$ cat src/rtl/bcd_score_formatter.sv
// Binary score to 8-digit BCD with a leading-zero blank mask, using sequential double-dabble.
// Latency: WIDTH+2 edges, counting both the start-accept edge and the edge that raises done (29 at WIDTH=27).
// Backpressure: none; start is sampled only while idle, and start or value changes while busy are dropped.
//
// Ports:
//   clock, reset_L         rising-edge clock, async active-low reset
//   start, value           conversion request and the binary score, captured together
//   display_on             0 forces every digit blank (registered, one cycle of lag)
//   busy, done             busy from accept to result load; done pulses once per result
//   overflow               last converted value was clamped to 99_999_999
//   BCD7..BCD0             result digits, BCD7 most significant, updated only all at once
//   blank_mask             bit i blanks digit i on the downstream 7-segment driver
module bcd_score_formatter #(
  parameter int WIDTH      = 27,
  parameter bit LEAD_BLANK = 1'b1
) (
  input  logic             clock,
  input  logic             reset_L,
  input  logic             start,
  input  logic [WIDTH-1:0] value,
  input  logic             display_on,
  output logic             busy,
  output logic             done,
  output logic             overflow,
  output logic [3:0]       BCD7,
  output logic [3:0]       BCD6,
  output logic [3:0]       BCD5,
  output logic [3:0]       BCD4,
  output logic [3:0]       BCD3,
  output logic [3:0]       BCD2,
  output logic [3:0]       BCD1,
  output logic [3:0]       BCD0,
  output logic [7:0]       blank_mask
);

  localparam int CNT_W = $clog2(WIDTH + 1);

  typedef enum logic [1:0] {
    ST_IDLE  = 2'd0,
    ST_SHIFT = 2'd1,
    ST_LOAD  = 2'd2
  } state_t;

  state_t           state_q, state_d;
  logic [WIDTH-1:0] sat_q, sat_d;
  logic [31:0]      acc_q, acc_d;
  logic [CNT_W-1:0] cnt_q, cnt_d;
  logic             ovf_pend_q, ovf_pend_d;
  logic             busy_q, busy_d;
  logic             done_q, done_d;
  logic             overflow_q, overflow_d;
  logic [31:0]      bcd_q, bcd_d;
  logic [7:0]       lead_q, lead_d;
  logic [7:0]       blank_q, blank_d;

  logic             value_ovf;
  logic [WIDTH-1:0] value_sat;
  logic [31:0]      acc_adj;
  logic [31+WIDTH:0] shift_v;
  logic [7:0]       lead_new;
  logic             all_zero;

  // Only a 27-bit or wider input can exceed eight decimal digits.
  if (WIDTH >= 27) begin : g_sat
    localparam logic [WIDTH-1:0] MAX_SCORE = WIDTH'(99_999_999);
    assign value_ovf = (value > MAX_SCORE);
    assign value_sat = value_ovf ? MAX_SCORE : value;
  end else begin : g_nosat
    assign value_ovf = 1'b0;
    assign value_sat = value;
  end

  // Double-dabble correction: any nibble >= 5 gets +3 so the following
  // left shift carries correctly into the next decimal digit.
  always_comb begin
    acc_adj = acc_q;
    for (int k = 0; k < 8; k++) begin
      if (acc_q[4*k +: 4] >= 4'd5) begin
        acc_adj[4*k +: 4] = acc_q[4*k +: 4] + 4'd3;
      end
    end
  end

  // One shift moves the top binary bit into the BCD accumulator LSB.
  assign shift_v = {acc_adj, sat_q} << 1;

  // Leading-zero mask from the finished accumulator. Digit 0 is never
  // blanked so a zero score still shows a single "0".
  always_comb begin
    lead_new = 8'h00;
    all_zero = 1'b1;
    if (LEAD_BLANK) begin
      for (int i = 7; i >= 1; i--) begin
        if (acc_q[4*i +: 4] != 4'd0) begin
          all_zero = 1'b0;
        end
        lead_new[i] = all_zero;
      end
    end
  end

  always_comb begin
    state_d    = state_q;
    sat_d      = sat_q;
    acc_d      = acc_q;
    cnt_d      = cnt_q;
    ovf_pend_d = ovf_pend_q;
    busy_d     = busy_q;
    done_d     = 1'b0;
    overflow_d = overflow_q;
    bcd_d      = bcd_q;
    lead_d     = lead_q;
    // The display blank follows the stored lead mask, so it trails both
    // display_on and a fresh result by one cycle.
    blank_d    = display_on ? lead_q : 8'hFF;

    case (state_q)
      ST_IDLE: begin
        if (start) begin
          sat_d      = value_sat;
          ovf_pend_d = value_ovf;
          acc_d      = 32'd0;
          cnt_d      = CNT_W'(WIDTH);
          busy_d     = 1'b1;
          state_d    = ST_SHIFT;
        end
      end
      ST_SHIFT: begin
        acc_d = shift_v[31+WIDTH -: 32];
        sat_d = shift_v[WIDTH-1:0];
        cnt_d = cnt_q - CNT_W'(1);
        // cnt_q == 1 marks the last of WIDTH shifts.
        if (cnt_q == CNT_W'(1)) begin
          state_d = ST_LOAD;
        end
      end
      ST_LOAD: begin
        bcd_d      = acc_q;
        overflow_d = ovf_pend_q;
        lead_d     = lead_new;
        done_d     = 1'b1;
        busy_d     = 1'b0;
        state_d    = ST_IDLE;
      end
      default: begin
        busy_d  = 1'b0;
        state_d = ST_IDLE;
      end
    endcase
  end

  always_ff @(posedge clock or negedge reset_L) begin
    if (!reset_L) begin
      state_q    <= ST_IDLE;
      sat_q      <= '0;
      acc_q      <= 32'd0;
      cnt_q      <= '0;
      ovf_pend_q <= 1'b0;
      busy_q     <= 1'b0;
      done_q     <= 1'b0;
      overflow_q <= 1'b0;
      bcd_q      <= 32'd0;
      lead_q     <= 8'hFE;
      blank_q    <= 8'hFF;
    end else begin
      state_q    <= state_d;
      sat_q      <= sat_d;
      acc_q      <= acc_d;
      cnt_q      <= cnt_d;
      ovf_pend_q <= ovf_pend_d;
      busy_q     <= busy_d;
      done_q     <= done_d;
      overflow_q <= overflow_d;
      bcd_q      <= bcd_d;
      lead_q     <= lead_d;
      blank_q    <= blank_d;
    end
  end

  assign busy       = busy_q;
  assign done       = done_q;
  assign overflow   = overflow_q;
  assign BCD7       = bcd_q[31:28];
  assign BCD6       = bcd_q[27:24];
  assign BCD5       = bcd_q[23:20];
  assign BCD4       = bcd_q[19:16];
  assign BCD3       = bcd_q[15:12];
  assign BCD2       = bcd_q[11:8];
  assign BCD1       = bcd_q[7:4];
  assign BCD0       = bcd_q[3:0];
  assign blank_mask = blank_q;

endmodule

$ cat config.mk
export PLATFORM = sky130hd
export DESIGN_NAME = bcd_score_formatter
export DESIGN_NICKNAME = d
export VERILOG_FILES = /design/src/rtl/bcd_score_formatter.sv
export SDC_FILE = /design/constraint.sdc
export NUM_CORES = 1
export LEC_CHECK = 0
export BUFFER_PORTS_ARGS = -buffer_cell sky130_fd_sc_hd__clkbuf_2
export CAP_MARGIN = 20
export CORE_MARGIN = 2
export CORE_UTILIZATION = 49
export DETAILED_ROUTE_END_ITERATION = 10
export PLACE_DENSITY = 0.78
export REMOVE_ABC_BUFFERS = 1
export SYNTH_ARGS = -nofsm -noshare
export SYNTH_HDL_FRONTEND = slang
export SYNTH_SLANG_ARGS = --single-unit
$ cat constraint.sdc
create_clock -name clock -period 5 [get_ports clock]
set_clock_uncertainty 0.2 [all_clocks]
set_input_delay 1 -clock clock [delete_from_list [all_inputs] [get_ports clock]]
set_output_delay 1 -clock clock [all_outputs]
set_load 0.1 [all_outputs]
* Yosys cells after proc, flatten, opt, wreduce, memory -nomap -nowiden
Cells that the tools add are included.
Word-level totals: memory bits (writable) 0, input port bits 31, bits in latches 0, logic and storage cells 77, output and inout port bits 43, register bits 117, memories 0, bits in read-only memories 0
Cells by class: $mul 0, muxes and demuxes 29, bitwise logic cells 1, div/mod/pow operators 0, equal/unequal tests 5, order comparisons 9, $add $sub $neg 9, shifts and indexed selects 0, reductions and logical operators 13
Operators by type and width (count):
- 32-bit case mux with 2 select lines | 1
- 27-bit two-way mux | 2
- 27-bit case mux with 2 select lines | 1
- 4-bit by 3-bit greater-or-equal comparator with 1-bit output, second input constant | 8
- 32-bit two-way mux | 1
- 4-bit by 2-bit adder with 4-bit output, second input constant | 7
- 4-bit two-way mux | 7
- 4-bit nonzero test | 7
- 27-bit > comparator, second input constant | 1
- 5-bit case mux with 2 select lines | 1
- 1-bit two-way mux | 9
- 8-bit two-way mux | 1
- 2-bit AND reduction | 4
- 5-bit by 1-bit equality test with 1-bit output, second input constant | 1
- 5-bit two-way mux | 1
- 5-bit by 1-bit subtractor with 5-bit output, second input constant | 1
- 2-bit two-way mux | 2
- 2-bit inequality test, second input constant | 2
- 2-bit case mux with 2 select lines | 1
- 3-bit by 2-bit adder with 3-bit output, second input constant | 1
- 3-bit two-way mux | 1
- 2-bit by 1-bit equality test with 1-bit output, second input constant | 1
- 2-bit equality test, second input constant | 1
- 2-bit zero test | 1
- 3 further kinds | 3

* Longest topological paths before layout
Gate-level depths: netlist (run 1).
word-level depth 8, depth in mapped cells 7, gate-level depth less buffers 7

* Worst setup path before layout (run 1)
Ideal clock, no wire load.
kind input -> register, start input port value[18], end register sat_q[15], arrival 2.226 ns, setup slack 2.428 ns, buffers on the path 1, stages 6, required time 4.654 ns, library setup time 0.146 ns, cell sequence a21oi_1 o31ai_1 a22o_1 o21ai_1 clkbuf_1 o211ai_1
Between the ends: cells in the longest elaborated chain, start to end 4
RTL lines:
- from (decl) | line 20 | input logic [WIDTH-1:0] value,
- 27-bit > comparator | line 66 | assign value_ovf = (value > MAX_SCORE);
- 27-bit two-way mux | line 67 | assign value_sat = value_ovf ? MAX_SCORE : value;
- 27-bit two-way mux | line 119 | if (start) begin
- 27-bit case mux with 2 select lines | line 117 | case (state_q)
- to (signal assigned) | line 167 | sat_q <= sat_d;
- to (decl) | line 45 | logic [WIDTH-1:0] sat_q, sat_d;
Every way passes these cells. The select of a mux whose other input is x is not followed. A chain may end at the register's enable or synchronous reset.

* Worst setup path after layout (run 1)
start register state_q[0], end register acc_q[28]
Between the ends: cells in the longest elaborated chain, start to end 3, elaborated cells between the ends (all ways) 6, those cells by class 2 x eq/ne; 1 x mux; 3 x reduce/logical
RTL lines:
- from (decl) | line 44 | state_t state_q, state_d;
- from (signal assigned) | line 166 | state_q <= state_d;
- 2-bit by 1-bit equality test with 1-bit output or 2-bit zero test (tied branches) | line 117
- 2-bit nonzero test (no source line) or 2-bit inequality test (tied branches)
- 2-bit AND reduction (no source line)
- to (signal assigned) | line 156 | acc_q <= 32'd0;
- to (signal assigned) | line 168 | acc_q <= acc_d;
- to (decl) | line 46 | logic [31:0] acc_q, acc_d;
Parallel ways exist; a longest one is shown, timed or not.

==> key figures, run 1 <==
Clocking
  – Clock Latency Late Sink: 0.52 ns
  – Hold buffer count at cts: 0
  – CTS tree: done
  – CTS buffer count: 17
  – Clk slew on worst S/H paths: 0.06 ns
  – CTS H-tree lvls: 4
  – Clk sinks: 117
  – Root buf cell: clkbuf_8
  – Post-CTS Setup Bufs: 0
  – Post-CTS sizing: 0
  – Bufs on Longest Clock Path: 2

Critical path
  – CP Data Arrival Time: 3.00 ns
  – Crit Path Class: reg -> reg
  – Crit. End Element: register
  – Crit start category: register
  – CP Max Fanout: 24
  – Req. time, crit path: 5.24 ns
  – Reg-to-reg endpoint: acc_q[28]
  – Register-to-register setup slack: 2.24 ns
  – R2R Path Start: state_q[0]
  – FF-to-FF path depth: 4

Final layout
  – Finished Layout Cells: 733
  – Ant diodes: 0
  – Layout Nets: 635
  – P&R area growth vs syn: 20.2%
  – Layout cells sized above 1: 26.1%

Synthesis
  – Most frequent cell after synthesis: dfrtp_1
  – Post-synth top cells: dfrtp_1 (102), a21oi_1 (40), nand2_1 (38), o21ai_0 (38), inv_1 (26)
  – Mapped Cells: 508
  – Synth top area share: 46.6%
  – Register area share after synthesis: 53.8%
  – FF+latch count, synth: 117
  – Yosys cell types: 43
  – Main flop type after synthesis: dfrtp_1
  – Async S/R FF share, synth: 100%
  – Syn Std Cell Area: 0.00547 mm²
  – Post-synth EDFFs: 0
  – Syn_area_per_cell: 10.8 µm²
  – Synth top area cells: dfrtp_1 (47%), dfstp_2 (7.2%), ha_1 (5.5%)
  – Dominant cell type by area after synthesis: dfrtp_1
  – YS warnings: 0

Power and ir drop
  – Net switching power of the design: 1740 µW
  – Power share of the sequential group: 35.2%
  – Leakage: 0.00308 µW
  – Cell internal pwr: 2590 µW
  – Pwr Density: 658 mW/mm²
  – Sw frac: 40.2%
  – Combinational Power Share: 36.6%
  – Max rail drop VDD: 0.316 mV
  – Clock power share: 28.3%

Hold path
  – Hold Crit Class: in -> async

Placed design
  – Final HPWL DP: 7830 µm
  – Number of port buffers: 73
  – Post-Place Cells: 701
  – Gpl congestion: 0.813

Die
  – Ports: 74
  – Die H: 110 µm
  – Die X: 110 µm
  – Initial core utilization: 50.3%
  – Die area: 0.0120 mm²
  – Row count: 38
  – Core area: 0.0109 mm²

Status
  – Result of the run: finished, final reports clean

Timing
  – Minimum clock period after layout: 2.76 ns
  – RSZ-0062 raised after global routing: false
  – Setup TNS: 0 ns
  – Period utilisation layout: 55.2%
  – Final setup viols: 0
  – Max-slew violation count: 0
  – Slew @ Worst Pin: 0.876 ns
  – Relative slew slack: 41.4%
  – Hold Fails Final Rpt: 0
  – FMAX: 362 MHz

Detailed routing
  – Via/cell ratio: 5.76
  – Routed Antenna Nets: 0
  – Drt first pass iters: 5
  – DR iter-0 viols: 257
  – Via count: 4223
  – DRC: 0
  – Wirelength, routed: 11800 µm
  – DR WL/cell: 16.1 µm

Global routing
  – Global-route wire length before repair: 20000 µm
  – Initial antenna violation count: 0
  – Vias in the first global route: 4269
  – Gr ovfl total: 0
  – Largest net degree at the start of global routing: 43
  – Tot GR Track Use: 21.5%

Run
  – Max Cap Viol: 0
-- registers in the layout, indices dropped and copies added (netlist names), 2 cells and up --
register / count
lead_q: 7
bcd_q: 32
blank_mask: 8
state_q: 2
cnt_q: 5
sat_q: 27
acc_q: 32
-- area by class of cell --
class | count | area (µm²)
clock buffer | 18 | 428
clock inverter | 14 | 176
fill | 868 | 4310
inverter | 26 | 97.6
multi-input combinational | 337 | 2330
sequential | 117 | 2950
tap | 140 | 175
timing repair buffer | 81 | 428
-- worst max-delay path by stage --
| stage | cells after the start | endpoint | start |
|---|---|---|---|
| finish | 4 | acc_q[28] | state_q[0] |
| global route | 4 | acc_q[28] | state_q[0] |
| CTS | 4 | acc_q[28] | state_q[0] |
| detailed placement | 7 | sat_q[17] | start |
| global placement | 7 | sat_q[25] | start |
| floorplan | 5 | cnt_q[4] | state_q[0] |
-- cells in the final DEF (no fill, tap or decap), types with 3 or more instances in the layout --
master	count
a21o_1	3
ha_1	24
nand2b_1	17
a222oi_1	5
nor3b_1	5
bufinv_16	3
mux2_2	18
nand3_1	4
clkbuf_16	16
dfrtp_1	102
inv_1	26
a22o_1	4
a32o_1	8
nand2_1	38
clkinv_4	5
nor3_1	5
o22ai_1	14
o211ai_1	20
o31ai_1	9
nor2_1	13
o21ai_0	38
dfstp_2	15
xnor2_1	8
a22oi_1	20
clkbuf_2	72
nor2b_1	20
o311ai_0	3
a21oi_1	40
buf_4	9
-- worst max-delay path, stage by stage (launching register included) --
cell      delay, ns
dfrtp_1        0.83
nor2b_2        0.85
buf_4          0.43
o311ai_0       0.21
o22ai_1        0.15
-- metrics by stage --
stage | hold slack, ns | util [%] | power [µW] | worst slack (ns) | instance area, µm²
finish | 0.241 | 60.4 | 4330 | 2.24 | 6580
global route | 0.264 | 60.4 | 4620 | 2.03 | 6580
CTS | 0.249 | 60.4 | 4350 | 2.19 | 6580
detailed placement | 0.271 | 54.9 | 3110 | 1.89 | 5980
global placement | 0.259 | 54.9 | 3020 | 2.02 | 5980
floorplan | 0.243 | - | 2690 | 2.09 | 5370
-- power groups by stage --
stage	combinational [µW]	clock, µW	sequential [µW]
finish	1580	1220	1520
global route	1750	1300	1570
CTS	1590	1240	1520
detailed placement	1580	0	1530
global placement	1510	0	1510
floorplan	926	0	1770
-- cells by family after synthesis --
kind of cell               share of synthesized area [%]
xor gates and xnor gates                            1.44
adders and majority gates                           5.49
buffers and inverters                               3.70
muxes                                               3.70
AOI/OAI and AO/OA                                   20.1
DFF                                                 53.8
and+or+nand+nor                                     11.7
-- metal layers --
layer	track usage, %	vias up	routed length, µm
li1	-	1992	-
met1	27.4	2083	5190
met2	35.4	141	5730
met3	6.70	7	782
met4	6.33	0	76
met5	0	-	0
Power figures use the tool's default switching activity.
==> inputs of run 2 (changes only) <==
- clock period: 5 -> 2.7 ns (I/O delays scaled with it)
==> run 2 against run 1 <==
Effect of this change:
- via count rose by 1.2%
- die area stayed put
- largest cell class unchanged
- register-to-register slack lost 2.1 ns
- cell count increased by 1.6%
- highest routed layer unchanged
- largest power group unchanged
- power up 87%
- maximum frequency rose by 6.9%
- combinational power is 97% higher
==> key figures, run 2 (synthesis gave the netlist of run 1 again) <==
Final layout
  – Final instance area: 0.00670 mm² (+1.8%)
  – P&R area growth vs syn: 22.4%
  – Leading cell types in the layout, fill and taps excluded: dfrtp_1 (102), clkbuf_2 (72), a21oi_1 (40)
  – Ant diodes: 0 (unchanged)
  – Most common cell after layout, fill and taps aside: dfrtp_1
  – Largest regs: acc_q x32, bcd_q x32, sat_q x27
  – Layout Nets: 647 (+1.9%)
  – Layout cells sized above 1: 27.3% (+1.1 points)
  – Fillcell total: 866 (-0.23%)
  – Final Core Density: 61.5% (+1.1 points)
  – Finished Layout Cells: 745 (+1.6%)

Run
  – Max Cap Viol: 0 (unchanged)

Detailed routing
  – Via/cell ratio: 5.74 (-0.45%)
  – DR iter-0 viols: 243 (-5.4%)
  – DR WL/cell: 16.4 µm (+1.7%)
  – Drt first pass iters: 10 (+5)
  – DRC: 0 (unchanged)
  – Routed Antenna Nets: 0 (unchanged)
  – Wirelength, routed: 12200 µm (+3.4%)
  – Via count: 4273 (+1.2%)

Placed design
  – Post-Place Cells: 712 (+1.6%)
  – Number of port buffers: 73 (unchanged)
  – Placed inst area: 0.00610 mm² (+2.0%)
  – Gpl congestion: 0.795 (-2.3%)
  – Final HPWL DP: 8110 µm (+3.6%)

Power and ir drop
  – Power share of the sequential group: 34.3% (-0.9 points)
  – Clock power share: 27.2% (-1.1 points)
  – Pwr Total: 8080 µW (+87%)
  – Leakage: 0.00314 µW (+2.2%)
  – Pwr Density: 1210 mW/mm² (+84%)
  – Net switching power of the design: 3200 µW (+84%)
  – Sw frac: 39.6% (-0.69 points)
  – Combinational Power Share: 38.5% (+1.9 points)
  – Cell internal pwr: 4890 µW (+89%)
  – Max rail drop VDD: 0.593 mV (+87%)

Timing
  – Final setup viols: 0 (unchanged)
  – Period utilisation layout: 95.7% (+40 points)
  – FMAX: 387 MHz (+6.9%)
  – Minimum clock period after layout: 2.58 ns (-0.178 ns)
  – Relative slew slack: 51.6% (+10 points)
  – Hold Fails Final Rpt: 0 (unchanged)
  – RSZ-0062 raised after global routing: false
  – Max-slew violation count: 0 (unchanged)
  – Slew @ Worst Pin: 0.726 ns (-0.150 ns)

Clocking
  – CTS tree: done
  – CTS H-tree lvls: 4 (unchanged)
  – CTS buffer count: 17 (unchanged)
  – Bufs on Longest Clock Path: 2 (unchanged)
  – Post-CTS Setup Bufs: 0 (unchanged)
  – Clock Latency Late Sink: 0.52 ns (about the same)
  – Clk sinks: 117 (unchanged)
  – Root buf cell: clkbuf_8
  – Clk slew on worst S/H paths: 0.06 ns (about the same)

Hold path
  – Hold Crit Class: in -> reg

Global routing
  – Gr ovfl total: 0 (unchanged)
  – Global-route wire length before repair: 20200 µm (+0.86%)
  – Vias in the first global route: 4186 (-1.9%)
  – Initial antenna violation count: 0 (unchanged)
  – Largest net degree at the start of global routing: 55 (+28%)
  – Tot GR Track Use: 21.7% (+0.15 points)

Critical path
  – CP Max Fanout: 5 (-79%)
  – CP Data Arrival Time: 2.84 ns (-0.16 ns)
  – Crit start category: register
  – Crit. End Element: register
  – Req. time, crit path: 2.95 ns (-2.29 ns)
  – Crit Path Class: reg -> reg

Die
  – Row count: 38 (unchanged)
  – Die X: 110 µm (unchanged)
  – Die area: 0.0120 mm² (unchanged)
  – Ports: 74 (unchanged)
  – Initial core utilization: 50.3% (unchanged)
  – Core area: 0.0109 mm² (unchanged)
  – Die H: 110 µm (unchanged)

Status
  – Result of the run: finished, final reports clean
-- run 2: layout make-up --
type                    instances  area (µm²)  area share, %
clock buffers                  21         449           6.71
well taps                     140         175           2.62
repair buffers                 93         558           8.33
flip-flops and latches        117        2950           44.0
inverters                      26        97.6           1.46
clock inverters                11         133           1.98
multi-input cells             337        2340           34.9
-- run 2: per-stage QoR --
stage / setup slack, ns / hold WS (ns) / TNS (ns)
final: 0.117 / 0.0593 / 0
after global routing: 0.00112 / 0.0462 / 0
after CTS: 0.0994 / 0.0422 / 0
after detailed placement: 0.0916 / 0.270 / 0
after global placement: 0.199 / 0.262 / 0
after floorplan: -0.212 / 0.0444 / -1.01
-- run 2: power by group through the flow --
stage               Sequential, µW  Combinational, µW  Clock [µW]
finish                        2770               3110        2200
global route                  2840               3410        2320
CTS                           2760               3110        2230
detailed placement            2780               3080           0
global placement              2740               2950           0
floorplan                     3280               1710           0
-- run 2: worst max-delay path, cell delays in order (launching register included) --
cell and delay (ns):
dfrtp_1 0.40, inv_1 0.14, ha_1 0.17, nor3b_4 0.24, nand4_1 0.14, or4b_1 0.53
or4b_4 0.56, o21ai_2 0.14
-- run 2: final timing paths --
path / from / end / slack [ns] / depth (start not counted)
max in group asynchronous: reset_L / sat_q[10] / 1.20 / 3
hold / removal: value[8] / sat_q[8] / 0.06 / 2
setup reg to reg: acc_q[25] / lead_q[1] / 0.12 / 7
setup / recovery: acc_q[25] / lead_q[1] / 0.12 / 7
min in group asynchronous: reset_L / bcd_q[29] / 0.42 / 2
hold reg to reg: bcd_q[24] / bcd_q[24] / 0.28 / 2
-- run 2: layer usage --
layer / track usage (%) / wire, µm
met1: 28.4 / 5350
met2: 34.9 / 5890
met3: 6.34 / 836
met4: 6.78 / 109
met5: 0 / 0
-- run 2: what timing repair did --
action / in CTS / in global routing
resized for setup: 0 / 2
hold buffers: 1 / 0
endpoints found under the hold margin: 43 / 0
endpoints found under the setup margin: 0 / 2
==> inputs of run 3 (changes only) <==
- CORE_UTILIZATION: 49 -> 60
- PLACE_DENSITY: 0.78 -> 0.91
- RECOVER_POWER: unset -> 25
- clock period: 2.7 -> 3.2 ns (I/O delays scaled with it)
==> run 3 against run 2 <==
Effect of this change:
- the flow now finishes with violations (max-capacitance violations, max-slew violations)
- register-to-register slack better by 0.29 ns
- cell count is 5.4% lower
- hold slack better by 0.081 ns
- die area is 18% lower
- clock-buffer cell count is 2 higher
- final area is 1.4% lower
- critical path depth stayed put
- utilization is 14 points higher
- maximum frequency is 7.6% lower
- worst setup slack better by 0.29 ns
- power is 14% lower
- flip-flop and latch count stayed put
- critical endpoint unchanged
==> key figures, run 3 (synthesis gave the netlist of run 1 again) <==
Power and ir drop
  – Net switching power of the design: 2780 µW (-13%)
  – Power share of the sequential group: 34.3% (about the same)
  – Combinational Power Share: 37.1% (-1.4 points)
  – Max rail drop VDD: 0.483 mV (-19%)
  – Clock power share: 28.6% (+1.4 points)
  – Cell internal pwr: 4190 µW (-14%)
  – Pwr Density: 1050 mW/mm² (-13%)
  – Sw frac: 39.9% (+0.38 points)
  – Leakage: 0.00311 µW (-1.1%)

Global routing
  – Vias in the first global route: 4531 (+8.2%)
  – Global-route wire length before repair: 21800 µm (+8.0%)
  – Initial antenna violation count: 0 (unchanged)
  – Largest net degree at the start of global routing: 68 (+24%)
  – Gr ovfl total: 0 (unchanged)
  – Tot GR Track Use: 27.9% (+6.2 points)

Clocking
  – Root buf cell: clkbuf_8
  – CTS tree: done
  – Bufs on Longest Clock Path: 2 (unchanged)
  – Clock Latency Late Sink: 0.52 ns (about the same)
  – Post-CTS Setup Bufs: 0 (unchanged)
  – Clk slew on worst S/H paths: 0.05 ns (about the same)
  – CTS H-tree lvls: 4 (unchanged)
  – CTS buffer count: 17 (unchanged)
  – Clk sinks: 117 (unchanged)
  – Post-CTS sizing: 0 (unchanged)
  – Hold buffer count at cts: 0 (-1)

Final layout
  – Most common cell after layout, fill and taps aside: dfrtp_1
  – Final instance area: 0.00661 mm² (-1.4%)
  – Largest regs: acc_q x32, bcd_q x32, sat_q x27
  – Layout cells sized above 1: 25.5% (-1.8 points)
  – Ant diodes: 0 (unchanged)
  – Leading cell types in the layout, fill and taps excluded: dfrtp_1 (102), clkbuf_2 (72), a21oi_1 (40)
  – Layout Nets: 639 (-1.2%)
  – P&R area growth vs syn: 20.7%
  – Finished Layout Cells: 705 (-5.4%)

Die
  – Ports: 74 (unchanged)
  – Die area: 0.00990 mm² (-18%)
  – Die H: 99.5 µm (-9.3%)
  – Die X: 99.5 µm (-9.3%)
  – Initial core utilization: 62.5% (+12 points)
  – Row count: 34 (-11%)
  – Core area: 0.00876 mm² (-20%)

Placed design
  – Post-Place Cells: 673 (-5.5%)
  – Number of port buffers: 73 (unchanged)
  – Final HPWL DP: 8050 µm (-0.78%)
  – Placed inst area: 0.00598 mm² (-1.9%)
  – Gpl congestion: 0.943 (+19%)

Critical path
  – Crit path cell chain: inv_1 > ha_1 > nor3b_1 > nand4_1 > or4b_1 > or4b_4 > o21ai_2
  – Reg-to-reg endpoint: lead_q[1]
  – Slowest-stage cell, CP: or4b_4
  – Crit start category: register
  – R2R Path Start: acc_q[20]
  – Crit. End Element: register
  – CP Max Fanout: 5 (unchanged)
  – Crit Path Class: reg -> reg
  – Register-to-register setup slack: 0.41 ns (+0.29 ns)
  – CP Data Arrival Time: 3.04 ns (+0.20 ns)
  – Req. time, crit path: 3.45 ns (+0.50 ns)
  – Delay of the slowest critical-path stage: 0.56 ns (about the same)
  – FF-to-FF path depth: 7 (unchanged)

Timing
  – Period utilisation layout: 87.3% (-8.3 points)
  – Setup TNS: 0 ns (unchanged)
  – Relative slew slack: -9.65% (-61 points)
  – Max-slew violation count: 67 (+67)
  – Slew @ Worst Pin: 1.64 ns (+0.919 ns)
  – Minimum clock period after layout: 2.79 ns (+0.211 ns)
  – RSZ-0062 raised after global routing: false
  – FMAX: 358 MHz (-7.6%)
  – Hold Fails Final Rpt: 0 (unchanged)
  – Final setup viols: 0 (unchanged)

Status
  – Result of the run: finished with violations
  – Failing checks: max-capacitance violations, max-slew violations

Detailed routing
  – Wirelength, routed: 13100 µm (+7.1%)
  – Drt first pass iters: 5 (-5)
  – DR iter-0 viols: 327 (+35%)
  – DR WL/cell: 18.5 µm (+13%)
  – Routed Antenna Nets: 0 (unchanged)
  – DRC: 0 (unchanged)
  – Via/cell ratio: 6.31 (+10%)
  – Via count: 4451 (+4.2%)

Hold path
  – Hold_sp: value[9]
  – Hold Crit Class: in -> reg
  – Cell depth of the worst hold path: 2 (unchanged)
  – Hold EP: sat_q[9]

Run
  – Max Cap Viol: 1 (+1)
[run 3: cell count changes in the layout (fill, tap and decap cells not counted), moves of 2 or more]
cell / change
buf_4: -7
clkinv_2: -4
dfstp_1: +4
dfstp_2: -4
buf_12: -2
clkbuf_8: +2
[run 3: how the worst max path moves through the flow]
stage,startpoint,to,cells past startpoint
after floorplan,state_q[0],cnt_q[4],5
after global placement,value[18],sat_q[16],6
after detailed placement,acc_q[20],lead_q[1],7
after CTS,acc_q[20],lead_q[1],7
after global routing,acc_q[20],lead_q[1],7
final,acc_q[20],lead_q[1],7
[run 3: per-layer routing]
metal,wire (µm),GRT usage (%),share of wire [%],vias up
met5,0,0,0,-
li1,-,-,-,1999
met4,331,11.2,2.5,0
met1,5180,34.0,40,2195
met2,6650,48.1,51,218
met3,883,6.54,6.8,39
[run 3: worst max-delay path: cells and delay by family (launching register included)]
kind	cells	cell delay [ns]
buf+inv	1	0.19
compound gates	1	0.16
simple gates	4	1.62
fa+ha+maj	1	0.17
flops	1	0.39
[run 3: stage by stage]
step	setup slack [ns]	utilization, %	total power (µW)	hold WS (ns)
2_1_floorplan	0.288	-	4210	0.144
3_3_place_gp	0.454	68.1	4710	0.262
3_5_place_dp	0.489	68.3	4870	0.272
4_1_cts	0.451	75.4	6950	0.0464
5_1_grt	0.313	75.4	7330	0.158
6_report	0.406	75.4	6970	0.140
[run 3: layout make-up]
type,instances,area (µm²)
flip-flops and latches,117,2950
multi-input cells,337,2330
fillers,571,2160
clock buffers,23,477
repair buffers,85,470
clock inverters,9,150
well taps,108,135
inverters,26,97.6
[run 3: power by group through the flow]
stage,logic [µW],registers (µW),clock network [µW]
2_1_floorplan,1450,2760,0
3_3_place_gp,2360,2350,0
3_5_place_dp,2490,2380,0
4_1_cts,2570,2370,2000
5_1_grt,2800,2450,2080
6_report,2580,2390,2000
